**config.mk**
```make
export PLATFORM = sky130hd
export DESIGN_NAME = i2s_master
export DESIGN_NICKNAME = d
export VERILOG_FILES = /design/src/rtl/i2s_pkg.sv /design/src/rtl/i2s_clkgen.sv /design/src/rtl/i2s_master.sv
export SDC_FILE = /design/constraint.sdc
export NUM_CORES = 1
export LEC_CHECK = 0
export CAP_MARGIN = 20
export CORE_UTILIZATION = 45
export CTS_CLUSTER_SIZE = 14
export DETAILED_ROUTE_END_ITERATION = 12
export PLACE_DENSITY = 0.75
export RECOVER_POWER = 100
export SYNTH_ARGS = -nofsm -noshare
export SYNTH_HDL_FRONTEND = slang
export SYNTH_SLANG_ARGS = --single-unit
```
**constraint.sdc**
```tcl
create_clock -name AMSCK -period 8.75 [get_ports AMSCK]
set_input_delay 0.875 -clock AMSCK [delete_from_list [all_inputs] [get_ports AMSCK]]
set_output_delay 0.875 -clock AMSCK [all_outputs]
set_load 0.01 [all_outputs]
```
**src/rtl/i2s_pkg.sv**
```systemverilog
// Shared defaults, lrck polarity and slot helper for the I2S master and its clock generator.
package i2s_pkg;

  localparam int DEF_DW       = 24;
  localparam int DEF_SLOTS    = 32;
  localparam int DEF_MSB_SLOT = 8;
  localparam int DEF_BCLK_DIV = 8;

  localparam logic LEFT = 1'b1;

  // Slot position inside the current half-frame.
  function automatic int slot_of(input int bit_cnt, input int slots);
    return bit_cnt % slots;
  endfunction

endpackage

```
**src/rtl/i2s_clkgen.sv**
```systemverilog
// Bit/word clock generator: divides AMSCK into bclk, tracks the frame bit counter and lrck.
module i2s_clkgen
  import i2s_pkg::*;
#(
  parameter int SLOTS    = DEF_SLOTS,
  parameter int BCLK_DIV = DEF_BCLK_DIV,
  localparam int DIVW    = (BCLK_DIV > 1) ? $clog2(BCLK_DIV) : 1,
  localparam int BW      = $clog2(2 * SLOTS)
) (
  input  logic          clk_i,
  input  logic          rst_i,
  output logic          bclk_o,
  output logic          lrck_o,
  output logic          rise_o,
  output logic          fall_o,
  output logic [BW-1:0] bit_cnt_o,
  output logic [BW-1:0] bit_nxt_o
);

  logic [DIVW-1:0] div_q, div_d;
  logic            bclk_q, bclk_d;
  logic            lrck_q, lrck_d;
  logic [BW-1:0]   bit_q, bit_d;
  logic [BW-1:0]   bit_nxt_s;
  logic            wrap_s;

  assign wrap_s    = (div_q == DIVW'(BCLK_DIV - 1));
  assign bit_nxt_s = (bit_q == BW'(2 * SLOTS - 1)) ? '0 : bit_q + 1'b1;

  // Divider, bclk toggle and fall-time advance of the frame counter.
  always_comb begin
    div_d  = div_q;
    bclk_d = bclk_q;
    bit_d  = bit_q;
    lrck_d = lrck_q;
    if (wrap_s) begin
      div_d  = '0;
      bclk_d = ~bclk_q;
    end else begin
      div_d  = div_q + 1'b1;
      bclk_d = bclk_q;
    end
    if (wrap_s && bclk_q) begin
      bit_d  = bit_nxt_s;
      lrck_d = (int'(bit_nxt_s) < SLOTS) ? LEFT : ~LEFT;
    end else begin
      bit_d  = bit_q;
      lrck_d = lrck_q;
    end
  end

  // Clock-generator state registers.
  always_ff @(posedge clk_i or posedge rst_i) begin
    if (rst_i) begin
      div_q  <= '0;
      bclk_q <= 1'b0;
      lrck_q <= 1'b0;
      bit_q  <= BW'(2 * SLOTS - 1);
    end else begin
      div_q  <= div_d;
      bclk_q <= bclk_d;
      lrck_q <= lrck_d;
      bit_q  <= bit_d;
    end
  end

  assign bclk_o    = bclk_q;
  assign lrck_o    = lrck_q;
  assign rise_o    = wrap_s & ~bclk_q;
  assign fall_o    = wrap_s & bclk_q;
  assign bit_cnt_o = bit_q;
  assign bit_nxt_o = bit_nxt_s;

endmodule

```
**src/rtl/i2s_master.sv**
```systemverilog
// Codec-side I2S master: generates bclk/lrck, serializes held L/R pairs onto sdout and
// deserializes sdin into parallel words with per-channel valid pulses.
module i2s_master
  import i2s_pkg::*;
#(
  parameter int BCLK_DIV = DEF_BCLK_DIV,
  parameter int SLOTS    = DEF_SLOTS,
  parameter int DW       = DEF_DW,
  parameter int MSB_SLOT = DEF_MSB_SLOT,
  localparam int BW      = $clog2(2 * SLOTS)
) (
  input  logic          AMSCK,
  input  logic          rst,
  input  logic [DW-1:0] tx_l,
  input  logic [DW-1:0] tx_r,
  input  logic          tx_wr,
  output logic          tx_req,
  output logic          underrun,
  output logic          bclk,
  output logic          lrck,
  output logic          sdout,
  input  logic          sdin,
  output logic [DW-1:0] rx_data,
  output logic          rx_valid_l,
  output logic          rx_valid_r
);

  logic          rise_s, fall_s, lrck_s;
  logic [BW-1:0] bit_cnt_s, bit_nxt_s;
  int            slot_cur_s, slot_nxt_s;
  logic          load_l_s, load_r_s;
  logic [DW-1:0] sh_src_s;

  logic [DW-1:0] hold_l_q, hold_l_d, hold_r_q, hold_r_d;
  logic          hold_full_q, hold_full_d;
  logic [DW-1:0] stg_r_q, stg_r_d;
  logic [DW-1:0] tx_sh_q, tx_sh_d;
  logic          sdout_q, sdout_d;
  logic          tx_req_q, tx_req_d;
  logic          under_q, under_d;
  logic          sdin_q;
  logic          armed_q, armed_d;
  logic [DW-1:0] rx_sh_q, rx_sh_d;
  logic [DW-1:0] rx_data_q, rx_data_d;
  logic          rx_vl_q, rx_vl_d, rx_vr_q, rx_vr_d;

  i2s_clkgen #(
    .SLOTS    (SLOTS),
    .BCLK_DIV (BCLK_DIV)
  ) u_clkgen (
    .clk_i     (AMSCK),
    .rst_i     (rst),
    .bclk_o    (bclk),
    .lrck_o    (lrck_s),
    .rise_o    (rise_s),
    .fall_o    (fall_s),
    .bit_cnt_o (bit_cnt_s),
    .bit_nxt_o (bit_nxt_s)
  );

  assign slot_cur_s = slot_of(int'(bit_cnt_s), SLOTS);
  assign slot_nxt_s = slot_of(int'(bit_nxt_s), SLOTS);
  assign load_l_s   = fall_s && (bit_nxt_s == '0);
  assign load_r_s   = fall_s && (int'(bit_nxt_s) == SLOTS);

  // Holding registers, shift-register loads and serial output on bclk falls.
  always_comb begin
    hold_l_d    = hold_l_q;
    hold_r_d    = hold_r_q;
    hold_full_d = hold_full_q;
    stg_r_d     = stg_r_q;
    tx_sh_d     = tx_sh_q;
    sdout_d     = sdout_q;
    tx_req_d    = 1'b0;
    under_d     = under_q;
    sh_src_s    = tx_sh_q;

    if (load_l_s) begin
      sh_src_s = hold_l_q;
      stg_r_d  = hold_r_q;
      tx_req_d = 1'b1;
      under_d  = under_q | ~hold_full_q;
    end else if (load_r_s) begin
      sh_src_s = stg_r_q;
    end else begin
      sh_src_s = tx_sh_q;
    end

    if (fall_s && (slot_nxt_s >= MSB_SLOT)) begin
      sdout_d = sh_src_s[DW-1];
      tx_sh_d = sh_src_s << 1;
    end else if (fall_s) begin
      sdout_d = 1'b0;
      tx_sh_d = sh_src_s;
    end else begin
      sdout_d = sdout_q;
      tx_sh_d = tx_sh_q;
    end

    // A write landing on a load cycle survives: the load already took the old pair.
    if (tx_wr) begin
      hold_l_d    = tx_l;
      hold_r_d    = tx_r;
      hold_full_d = 1'b1;
    end else begin
      hold_l_d    = hold_l_q;
      hold_r_d    = hold_r_q;
      hold_full_d = hold_full_q & ~load_l_s;
    end
  end

  // Receive shifter; the rise before the first fall after reset belongs to no frame.
  always_comb begin
    rx_sh_d   = rx_sh_q;
    rx_data_d = rx_data_q;
    rx_vl_d   = 1'b0;
    rx_vr_d   = 1'b0;
    armed_d   = armed_q | fall_s;
    if (rise_s && armed_q && (slot_cur_s >= MSB_SLOT)) begin
      rx_sh_d = {rx_sh_q[DW-2:0], sdin_q};
      if (slot_cur_s == SLOTS - 1) begin
        rx_data_d = {rx_sh_q[DW-2:0], sdin_q};
        rx_vl_d   = (lrck_s == LEFT);
        rx_vr_d   = (lrck_s != LEFT);
      end else begin
        rx_data_d = rx_data_q;
      end
    end else begin
      rx_sh_d = rx_sh_q;
    end
  end

  // Datapath state registers.
  always_ff @(posedge AMSCK or posedge rst) begin
    if (rst) begin
      hold_l_q    <= '0;
      hold_r_q    <= '0;
      hold_full_q <= 1'b0;
      stg_r_q     <= '0;
      tx_sh_q     <= '0;
      sdout_q     <= 1'b0;
      tx_req_q    <= 1'b0;
      under_q     <= 1'b0;
      sdin_q      <= 1'b0;
      armed_q     <= 1'b0;
      rx_sh_q     <= '0;
      rx_data_q   <= '0;
      rx_vl_q     <= 1'b0;
      rx_vr_q     <= 1'b0;
    end else begin
      hold_l_q    <= hold_l_d;
      hold_r_q    <= hold_r_d;
      hold_full_q <= hold_full_d;
      stg_r_q     <= stg_r_d;
      tx_sh_q     <= tx_sh_d;
      sdout_q     <= sdout_d;
      tx_req_q    <= tx_req_d;
      under_q     <= under_d;
      sdin_q      <= sdin;
      armed_q     <= armed_d;
      rx_sh_q     <= rx_sh_d;
      rx_data_q   <= rx_data_d;
      rx_vl_q     <= rx_vl_d;
      rx_vr_q     <= rx_vr_d;
    end
  end

  assign lrck       = lrck_s;
  assign sdout      = sdout_q;
  assign tx_req     = tx_req_q;
  assign underrun   = under_q;
  assign rx_data    = rx_data_q;
  assign rx_valid_l = rx_vl_q;
  assign rx_valid_r = rx_vr_q;

endmodule

```
; Word-level counts from Yosys, hierarchy flattened
; Cells that the tools add are included.
[word_totals]
word_cells = 60
output_inout_bits = 31
register_bits = 162
[op_classes]
addsub = 2
n_mux = 15
eq_ne = 4
order_cmp = 3
reduce_logical = 9
bitwise_logic = 9
[ops]
columns = op, n
row1 = 24-bit two-way mux, 4
row2 = "6-bit equality test, second input constant", 2
row3 = "5-bit by 4-bit greater-or-equal comparator with 1-bit output, second input constant", 2
row4 = 1-bit two-way mux, 9
row5 = "6-bit by 1-bit adder with 6-bit output, second input constant", 1
row6 = 1-bit logical AND, 6
row7 = 6-bit zero test, 1
row8 = "6-bit < comparator, second input constant", 1
row9 = 6-bit two-way mux, 1
row10 = "5-bit by 1-bit equality test with 1-bit output, second input constant", 1
row11 = 1-bit NOT, 4
row12 = "3-bit by 1-bit adder with 3-bit output, second input constant", 1
row13 = 1-bit AND, 3
row14 = "3-bit equality test, second input constant", 1
row15 = 3-bit two-way mux, 1
row16 = 1-bit bitwise OR, 2
row17 = 2-bit AND reduction, 1
row18 = 2-bit nonzero test, 1

; Longest topological paths before layout
; Gate-level depths: netlist (run 1).
[logic_depth]
ltp_word = 8
ltp_mapped = 11

; By module
; A second synthesis (run 1) with hierarchy kept.
[unflattened]
cells_unflattened = 469
area_unflattened_um2 = 6857.8
[modules_own_cells]
columns = module, instances, seq_area_each_um2, area_each_um2, cells_each
row1 = i2s_master, 1, 3778.6, 6294.8, 416
row2 = i2s_clkgen, 1, 282.8, 563.0, 53

; Worst setup path before layout (run 1)
; Ideal clock, no wire load.
[synth_path]
kind = flip-flop to flip-flop
start = register u_clkgen.bit_q[0] (netlist: u_clkgen.bit_cnt_o[0])
end = register stg_r_q[0]
t_required_ns = 8.623
arrival_ns = 2.523
slack_ns = 6.099
synth_period_minus_slack_ns = 2.651
setup_time_ns = 0.127
stages_incl_launch_ff = 12
cell_sequence = dfstp_2 -> ha_1 -> and3_1 -> ha_1 -> nor2b_1 -> mux2_2 -> o21ai_1 -> or2_1 -> buf_6 -> inv_6 -> buf_12 -> mux2_1
[synth_via]
elab_chain_len = 4
word_cells_on_any_way = 5
[synth_rtl]
columns = element, line_no
row1 = from (decl), i2s_clkgen.sv:23  ; logic [BW-1:0] bit_q, bit_d;
row2 = from (signal assigned), i2s_clkgen.sv:58  ; bit_q <= BW'(2 * SLOTS - 1);
row3 = from (signal assigned), i2s_clkgen.sv:63  ; bit_q <= bit_d;
row4 = 6-bit by 1-bit adder with 6-bit output or 6-bit equality test (tied branches), i2s_clkgen.sv:28  ; assign bit_nxt_s = (bit_q == BW'(2 * SLOTS - 1)) ? '0 : bit_q + 1'b1;
row5 = 6-bit two-way mux (*), i2s_clkgen.sv:28
row6 = 6-bit zero test (*), i2s_master.sv:63  ; assign load_l_s = fall_s && (bit_nxt_s == '0);
row7 = 1-bit logical AND (*), i2s_master.sv:63
row8 = named net load_l_s, i2s_master.sv:31  ; logic load_l_s, load_r_s;
row9 = to (signal assigned), i2s_master.sv:154  ; stg_r_q <= stg_r_d;
row10 = to (decl), i2s_master.sv:36  ; logic [DW-1:0] stg_r_q, stg_r_d;
; The timed path passes the listed nets; every way through them passes the cells marked *.
; A chain may end at the register's enable or synchronous reset.

; Worst setup path after layout (run 1)
[layout_path]
start = register u_clkgen.bit_q[0] (netlist: u_clkgen.bit_cnt_o[0])
end = register stg_r_q[3]
[layout_via]
elab_chain_len = 4
word_cells_on_any_way = 5
[layout_rtl]
columns = element, line_no
row1 = 6-bit by 1-bit adder with 6-bit output or 6-bit equality test (tied branches), i2s_clkgen.sv:28
row2 = 6-bit two-way mux (*), i2s_clkgen.sv:28
row3 = 6-bit zero test (*), i2s_master.sv:63
row4 = 1-bit logical AND (*), i2s_master.sv:63
; Mark *: on every way between the ends. The rest lies on a longest branch, timed or not.

==> results of run 1 <==
-- worst max-delay path: stages (launching register included) --
cell	delay, ns
dfstp_1	0.65
ha_1	0.28
and3_1	0.24
ha_1	0.18
nor2b_1	0.06
mux2_1	0.32
o21ai_0	0.97
or2_0	0.65
clkinvlp_2	0.92
mux2_1	0.59
-- worst paths after layout --
| kind | start | end | slack (ns) | depth (start not counted) |
|---|---|---|---|---|
| worst max-delay path | u_clkgen.bit_cnt_o[0] | stg_r_q[3] | 3.76 | 9 |
| worst min-delay path | u_clkgen.div_q[0] | u_clkgen.div_q[0] | 0.43 | 1 |
| worst max register to register | u_clkgen.bit_cnt_o[0] | stg_r_q[3] | 3.76 | 9 |
| worst min register to register | u_clkgen.div_q[0] | u_clkgen.div_q[0] | 0.43 | 1 |
| max in group asynchronous | rst | stg_r_q[11] | 4.52 | 3 |
| min in group asynchronous | rst | rx_data[0] | 2.06 | 2 |
-- power groups by stage --
stage | clock, mW | combinational, mW | sequential [mW]
floorplan | 0 | 0.0468 | 0.793
global placement | 0 | 0.0774 | 0.798
detailed placement | 0 | 0.0797 | 0.799
CTS | 0.737 | 0.0804 | 0.785
global route | 0.771 | 0.0868 | 0.788
finish | 0.719 | 0.0782 | 0.785
-- synthesized netlist by cell type, types with 2 or more instances --
cell type  instances  share of area, %
dfrtp_1          156                59
mux2_2           111                19
nand2_1           27               1.5
o22ai_1           20               1.9
clkbuf_1          15              0.85
nor2_1            14              0.79
a22oi_1           12               1.4
o21ai_0           10              0.75
a21oi_1            9              0.68
mux2_1             9               1.5
a32oi_1            6              0.79
dfstp_2            6               2.4
o32a_1             6              0.90
a211oi_1           5              0.57
buf_1              5              0.28
ha_1               5              0.94
and3_1             4              0.38
o21bai_1           4              0.45
o32ai_1            4              0.53
a221o_1            3              0.45
buf_2              3              0.23
nand3_1            3              0.23
nor3_1             3              0.23
a22o_1             2              0.26
and2_1             2              0.19
inv_1              2              0.11
nor2b_1            2              0.19
o21a_1             2              0.23
o21ai_1            2              0.15
o31ai_1            2              0.23
or2_1              2              0.19
xnor2_1            2              0.26
-- state kept, by name (all words and copies together) (netlist names), 3 cells and up --
register / cells
hold_l_q: 24
hold_r_q: 24
rx_data: 24
rx_sh_q: 23
stg_r_q: 24
tx_sh_q: 24
u_clkgen.bit_cnt_o: 6
u_clkgen.div_q: 3
-- routing by layer --
metal	GRT usage (%)	wire (µm)	up-vias
met5	0	0	-
met4	6.10	160	0
met3	5.26	614	15
met2	30.0	6330	112
met1	23.5	5690	2117
li1	-	-	1946
-- final cells by class --
cell class | count | share of cell area [%]
clock buffer | 19 | 5.53
clock inverter | 13 | 1.51
inverter | 3 | 0.168
multi-input combinational | 287 | 29.8
sequential | 162 | 49.6
tap | 184 | 2.81
timing repair buffer | 90 | 10.6
-- cells by family after synthesis --
logic type	after synthesis	synth area share, %
mux	121	20.5
buf+inv	29	2.15
compound gates	95	10.3
flops	162	61.2
xor+xnor	3	0.396
fa+ha+maj	5	0.943
simple gates	63	4.51
==> results.yml, run 1 <==
sta:
  final.setup.tns_ns: 0
  slew_violations: 93
  setup_slack_ns: 3.76
  rsz0062_at_grt: "no"
  hold_ws_ns: 0.427
  finalCriticalPeriod_ns: 4.99
  worst_pin_slew_ns: 3.88
  hold_violations: 0
  max_clock_freq_ghz: 0.200
  min_period_over_period_pct: 57.0
  fin_skew_ns: 0.00695
  setup_violations: 0
  slew-limit-headroom_pct: -160
clock_network:
  clk_path_buf_depth: 2
  clkLatencyLatePin_ns: 0.42
  cts_tree: "built"
  cts.reportedPaths.clkPinSlew_ns: 0.06
  clock_sinks: 162
  cts.htree.levels: 4
  numCtsBuffers: 17
  postCtsHoldBufs: 0
  post_cts_buffers: 0
  post_cts_resized: 0
  root_buffer: "clkbuf_16"
cells_and_area:
  final_common_cell: "dfrtp_1"
  nets: 618
  drive_gt1_share_pct: 27.5
  diodes: 0
  postLayoutCoreUtil_pct: 56.6
  final_area_um2: 8190
  seqCellArea_um2: 4060
  multi_input_comb_area_um2: 2440
  fin_cells: 758
  mostFrequentLayoutCells: "dfrtp_1, mux2_2, clkdlybuf4s50_1"
  nFillCells: 1148
  syn2layout_area_growth_pct: 23.4
global_route:
  grt_pass1_vias: 4252
  antenna_found_initial: 0
  grt_max_degree: 93
  track_usage_pct: 18.4
  overflow: 0
  grt_pass1_wl_um: 21400
place:
  io_buffers: 82
  dp_hpwl_um: 8430
  gp_congestion: 0.820
  place_inst: 723
  dp_slack_ns: 5.37
  dpl-instance-area_um2: 7630
floorplanning:
  coreArea_um2: 14500
  dieArea_um2: 15200
  ios: 83
  initial_utilization_pct: 45.8
  num_rows: 44
  die_y_um: 123
  die_w_um: 123
route:
  wl_per_cell_um: 16.9
  routed_wl_um: 12800
  dr.pass1.iters: 4
  first_iter_violations: 266
  drc_errors: 0
  drtAntennaViolNets: 0
  num_vias: 4190
  vias_per_cell: 5.53
worst_setup_path:
  end_kind: "flop"
  crit_path_start_kind: "flop"
  cp.arrival_ns: 5.29
  required_ns: 9.05
  crit_path_max_fanout: 18
  crit_type: "flop to flop"
power_and_ir_drop:
  p_sw_uw: 352
  seqPwrFrac_pct: 49.6
  peakVddDrop_v: 0.000141
  leakagePower_nw: 3.81
  p_clk_share_pct: 45.5
  pwr_density_cell_nw_per_um2: 193
  total_power_mw: 1.58
  swShare_pct: 22.3
  internal_power_mw: 1.23
  comb_power_share_pct: 4.9
synthesis:
  synth.cell_area_um2: 6640
  synthCells: 478
  synth-async-reset-ratio_pct: 100
  syn-num-nets: 535
  synth_cell_type_count: 52
  synth_edf_count: 0
  yosys_warnings: 0
  syn_area_per_cell_um2: 13.9
  seq_area_frac_synth_pct: 61.2
  ys.flop_type: "dfrtp_1"
  synth_seq_cells: 162
outcome:
  outcome: "finished with violations"
  violations: "capacitance limit, slew limit"
flow_run:
  max-cap-violations: 1
hold_path:
  hold_path_class: "flop to flop"
Power figures use the tool's default switching activity.
==> run 2, diff against run 1 <==
==> constraint.sdc (replaced) <==
create_clock -name AMSCK -period 5.1 [get_ports AMSCK]
set_input_delay 0.51 -clock AMSCK [delete_from_list [all_inputs] [get_ports AMSCK]]
set_output_delay 0.51 -clock AMSCK [all_outputs]
set_load 0.01 [all_outputs]
==> run 2 against run 1 <==
Compared with the run above:
- the flow still finishes with violations (capacitance limit, slew limit)
- routed wire length fell by 1.3%
- clock-buffer cell count fell by 1
- design area rose by 0.26%
- fmax rose by 26%
- critical path type unchanged
==> results.yml, run 2 (synthesis results as in run 1) <==
outcome:
  outcome: "finished with violations"
  violations: "capacitance limit, slew limit"
global_route:
  gr-usage-met1_pct: 23.1
  overflow: 0
  use_met2_pct: 29.1
  grt_busiest_layer: "met2"
  grt_max_degree: 129
  use_met3_pct: 5.17
  grt_pass1_vias: 4292
  antenna_found_initial: 0
  grt_pass1_wl_um: 21000
  track_usage_pct: 18.2
sta:
  setup_violations: 0
  slew_violations: 109
  rsz0062_at_grt: "no"
  max_clock_freq_ghz: 0.253
  worst_pin_slew_ns: 2.60
  hold_ws_ns: 0.432
  min_period_over_period_pct: 77.6
  finalCriticalPeriod_ns: 3.96
  fin_skew_ns: 0.00857
  slew-limit-headroom_pct: -74.4
  hold_violations: 0
  setup_slack_ns: 1.14
  final.setup.tns_ns: 0
floorplanning:
  initial_utilization_pct: 45.8
  dieArea_um2: 15200
  die_y_um: 123
  ios: 83
  num_rows: 44
  die_w_um: 123
  coreArea_um2: 14500
worst_setup_path:
  required_ns: 5.40
  cp.arrival_ns: 4.25
  crit_type: "flop to flop"
  crit_path_start_kind: "flop"
  end_kind: "flop"
  crit_path_max_fanout: 18
cells_and_area:
  final_common_cell: "dfrtp_1"
  drive_gt1_share_pct: 27.7
  postLayoutCoreUtil_pct: 56.7
  nFillCells: 1156
  syn2layout_area_growth_pct: 23.7
  mostFrequentLayoutCells: "dfrtp_1, mux2_2, clkdlybuf4s50_1"
  diodes: 0
  nets: 617
  fin_cells: 757
clock_network:
  clk_path_buf_depth: 2
  root_buffer: "clkbuf_16"
  clock_sinks: 162
  cts.reportedPaths.clkPinSlew_ns: 0.06
  postCtsHoldBufs: 0
  cts_tree: "built"
  numCtsBuffers: 17
  cts.htree.levels: 4
  clkLatencyLatePin_ns: 0.42
  post_cts_buffers: 0
  post_cts_resized: 0
route:
  routed_wl_um: 12600
  vias_per_cell: 5.55
  dr.pass1.iters: 4
  drtAntennaViolNets: 0
  num_vias: 4204
  wl_per_cell_um: 16.7
  first_iter_violations: 274
  drc_errors: 0
place:
  gp_congestion: 0.811
  io_buffers: 82
  place_inst: 723
  dp_hpwl_um: 8190
  dp_slack_ns: 1.69
power_and_ir_drop:
  leakagePower_nw: 3.82
  peakVddDrop_v: 0.000256
  pwr_density_cell_nw_per_um2: 328
flow_run:
  max-cap-violations: 2
hold_path:
  hold_path_class: "flop to flop"
[run 2: changes by cell type in the layout (fill, tap and decap cells not counted), sizes merged]
cell	previous run	this run
clkinv	4	7
clkbuf	24	20
buf	4	6
inv	7	5
[run 2: power breakdown]
part | switching (mW) | internal [mW] | total (mW)
clock | 0.520 | 0.690 | 1.21
sequential | 0.0227 | 1.32 | 1.35
combinational | 0.0535 | 0.0837 | 0.137
[run 2: cell type report]
cell class                 instances  area [µm²]  area share (%)
clock buffer                      18         439            5.35
sequential                       162        4060            49.5
clock inverter                    14         131            1.60
tap                              184         230            2.80
multi-input combinational        287        2440            29.7
inverter                           3        17.5           0.213
timing repair buffer              89         891            10.9
[run 2: worst max-delay path, stage by stage (launching register included)]
cell and delay, ns:
dfstp_1 0.66, ha_1 0.29, and3_1 0.25, ha_1 0.19
nor2b_1 0.06, mux2_1 0.34, o21ai_0 0.97, or2_1 0.54
inv_6 0.16, mux2_1 0.35
[run 2: per-stage QoR]
| stage | cell area (µm²) | total power, mW |
|---|---|---|
| 2_1_floorplan | 6640 | 1.44 |
| 3_3_place_gp | 7610 | 1.50 |
| 3_5_place_dp | 7630 | 1.51 |
| 4_1_cts | 8200 | 2.73 |
| 5_1_grt | 8210 | 2.80 |
| 6_report | 8210 | 2.69 |
[run 2: worst paths after layout]
path	from	endpoint	slack [ns]	cells after the start
worst min-delay path	u_clkgen.div_q[0]	u_clkgen.div_q[0]	0.43	1
min in group asynchronous	rst	rx_data[1]	1.28	2
worst min register to register	u_clkgen.div_q[0]	u_clkgen.div_q[0]	0.43	1
max in group asynchronous	rst	rx_data[6]	2.23	4
worst max-delay path	u_clkgen.bit_cnt_o[0]	stg_r_q[1]	1.14	9
worst max register to register	u_clkgen.bit_cnt_o[0]	stg_r_q[1]	1.14	9
[run 2: layer usage]
metal | vias to the layer above | wire length, µm
met1 | 2122 | 5720
met4 | 0 | 233
met2 | 121 | 6140
met3 | 19 | 541
li1 | 1942 | -
met5 | - | 0
==> run 3, diff against run 2 <==
==> constraint.sdc (replaced) <==
create_clock -name AMSCK -period 3.95 [get_ports AMSCK]
set_input_delay 0.395 -clock AMSCK [delete_from_list [all_inputs] [get_ports AMSCK]]
set_output_delay 0.395 -clock AMSCK [all_outputs]
set_load 0.01 [all_outputs]
==> run 3 against run 2 <==
Compared with the run above:
- the flow still finishes with violations (capacitance limit, slew limit)
- die area unchanged
- clock-buffer cell count is 6 higher
- global-route usage about the same
- non-clock buffer count is 1 higher
- fmax up 19%
- clock skew rose by 0.0013 ns
- combinational power is 26% higher
- via count about the same
- core utilization shrank 0.47 points
- routed wire length rose by 0.36%
- register-to-register slack got worse by 0.51 ns
- first-iteration DRC count is 8.8% lower
- largest power group unchanged
==> results.yml, run 3 (synthesis results as in run 1) <==
sta:
  min_period_over_period_pct: 84.0
  fin_skew_ns: 0.00987
  worst_pin_slew_ns: 2.53
  setup_violations: 0
  slew_violations: 213
  final.setup.tns_ns: 0
  hold_ws_ns: 0.444
  max_clock_freq_ghz: 0.301
  rsz0062_at_grt: "no"
  hold_violations: 0
  finalCriticalPeriod_ns: 3.32
  slew-limit-headroom_pct: -68.9
global_route:
  antenna_found_initial: 0
  grt_max_degree: 163
  track_usage_pct: 18.2
  grt_pass1_wl_um: 21100
  overflow: 0
  grt_pass1_vias: 4384
worst_setup_path:
  path_common_cell: "ha_1"
  crit_path_max_fanout: 16
  critical_path.cell_chain: "ha_1, and3_1, ha_1, nor2b_1, mux2i_1, a21boi_0, clkbuf_1, nand2_1, a32oi_1"
  cpMaxStageDelayCell: "dfstp_1"
  required_ns: 4.28
  crit_cells: 9
  startpoint: "u_clkgen.bit_cnt_o[0]"
  critPathBufInv: 1
  cpPeakStageDelay_ns: 0.67
  reg2reg_from: "u_clkgen.bit_cnt_o[0]"
  cp.arrival_ns: 3.65
  crit_family: "simple AND/OR/NAND/NOR gates"
  crit_type: "flop to flop"
  regToRegSetupSlack_ns: 0.63
  worstRegToRegCells: 9
  crit_path_start_kind: "flop"
  end_kind: "flop"
hold_path:
  worstHoldPathCells: 1
  hp-start: "u_clkgen.div_q[0]"
  hold_path_class: "flop to flop"
flow_run:
  max-cap-violations: 2
route:
  drtAntennaViolNets: 0
  vias_per_cell: 5.54
  wl_per_cell_um: 16.7
  drc_errors: 0
  first_iter_violations: 250
  routed_wl_um: 12700
  dr.pass1.iters: 4
  num_vias: 4202
floorplanning:
  ios: 83
  coreArea_um2: 14500
  num_rows: 44
  dieArea_um2: 15200
  die_y_um: 123
  die_w_um: 123
  initial_utilization_pct: 45.8
cells_and_area:
  final_common_cell: "dfrtp_1"
  syn2layout_area_growth_pct: 22.7
  nFillCells: 1158
  fin_cells: 758
  diodes: 0
  drive_gt1_share_pct: 26.8
  nets: 618
  mostFrequentLayoutCells: "dfrtp_1, mux2_2, clkdlybuf4s50_1"
  postLayoutCoreUtil_pct: 56.2
clock_network:
  post_cts_buffers: 0
  clkLatencyLatePin_ns: 0.42
  post_cts_resized: 0
  cts_tree: "built"
  postCtsHoldBufs: 0
  root_buffer: "clkbuf_16"
  numCtsBuffers: 17
  clk_path_buf_depth: 2
  cts.htree.levels: 4
  clock_sinks: 162
  cts.reportedPaths.clkPinSlew_ns: 0.06
power_and_ir_drop:
  seqPwrFrac_pct: 51.5
  p_sw_uw: 724
  comb_power_share_pct: 5.1
  p_clk_share_pct: 43.4
  leakagePower_nw: 3.78
  total_power_mw: 3.38
  peakVddDrop_v: 0.000246
  swShare_pct: 21.4
  internal_power_mw: 2.65
  pwr_density_cell_nw_per_um2: 415
place:
  place_inst: 725
  dp_hpwl_um: 8270
  gp_congestion: 0.840
  io_buffers: 82
outcome:
  outcome: "finished with violations"
  violations: "capacitance limit, slew limit"
-- run 3: worst reg2reg max path: stages (launching register included) --
cell	delay (ns)
dfstp_1	0.67
ha_1	0.33
and3_1	0.25
ha_1	0.27
nor2b_1	0.16
mux2i_1	0.16
a21boi_0	0.19
clkbuf_1	0.58
nand2_1	0.35
a32oi_1	0.27
-- run 3: layout make-up --
cell class | instances | area (µm²) | share of cell area (%)
Multi-Input combinational cell | 287 | 2440 | 30.0
Clock buffer | 24 | 472 | 5.79
Sequential cell | 162 | 4060 | 49.9
Timing Repair Buffer | 90 | 863 | 10.6
Tap cell | 184 | 230 | 2.83
Inverter | 3 | 20.0 | 0.246
Clock inverter | 8 | 56.3 | 0.691
-- run 3: path summary, 6_finish.rpt --
path,endpoint
max,tx_sh_q[6]
min,u_clkgen.div_q[0]
max reg2reg,tx_sh_q[6]
min reg2reg,u_clkgen.div_q[0]
max in group asynchronous,rx_data[23]
min in group asynchronous,rx_sh_q[1]
-- run 3: power groups by stage --
| stage | Clock [mW] | Sequential [mW] | Combinational (mW) |
|---|---|---|---|
| 6_report | 1.47 | 1.74 | 0.172 |
| 5_1_grt | 1.57 | 1.75 | 0.191 |
| 4_1_cts | 1.51 | 1.74 | 0.177 |
| 3_5_place_dp | 0 | 1.77 | 0.176 |
| 3_3_place_gp | 0 | 1.77 | 0.171 |
| 2_1_floorplan | 0 | 1.76 | 0.104 |
-- run 3: per-layer routing --
metal | global-route usage, % | vias to the layer above | share of wire (%)
li1 | - | 1949 | -
met1 | 22.2 | 2102 | 45
met2 | 30.3 | 123 | 49
met3 | 4.43 | 28 | 4.4
met5 | 0 | - | 0
met4 | 8.51 | 0 | 2.2
-- run 3: metrics by stage --
| step | area (µm²) | setup WS (ns) |
|---|---|---|
| after floorplan | 6640 | 1.30 |
| after global placement | 7650 | 0.962 |
| after detailed placement | 7650 | 0.820 |
| after CTS | 8180 | 0.802 |
| after global routing | 8140 | 0.328 |
| final | 8140 | 0.632 |
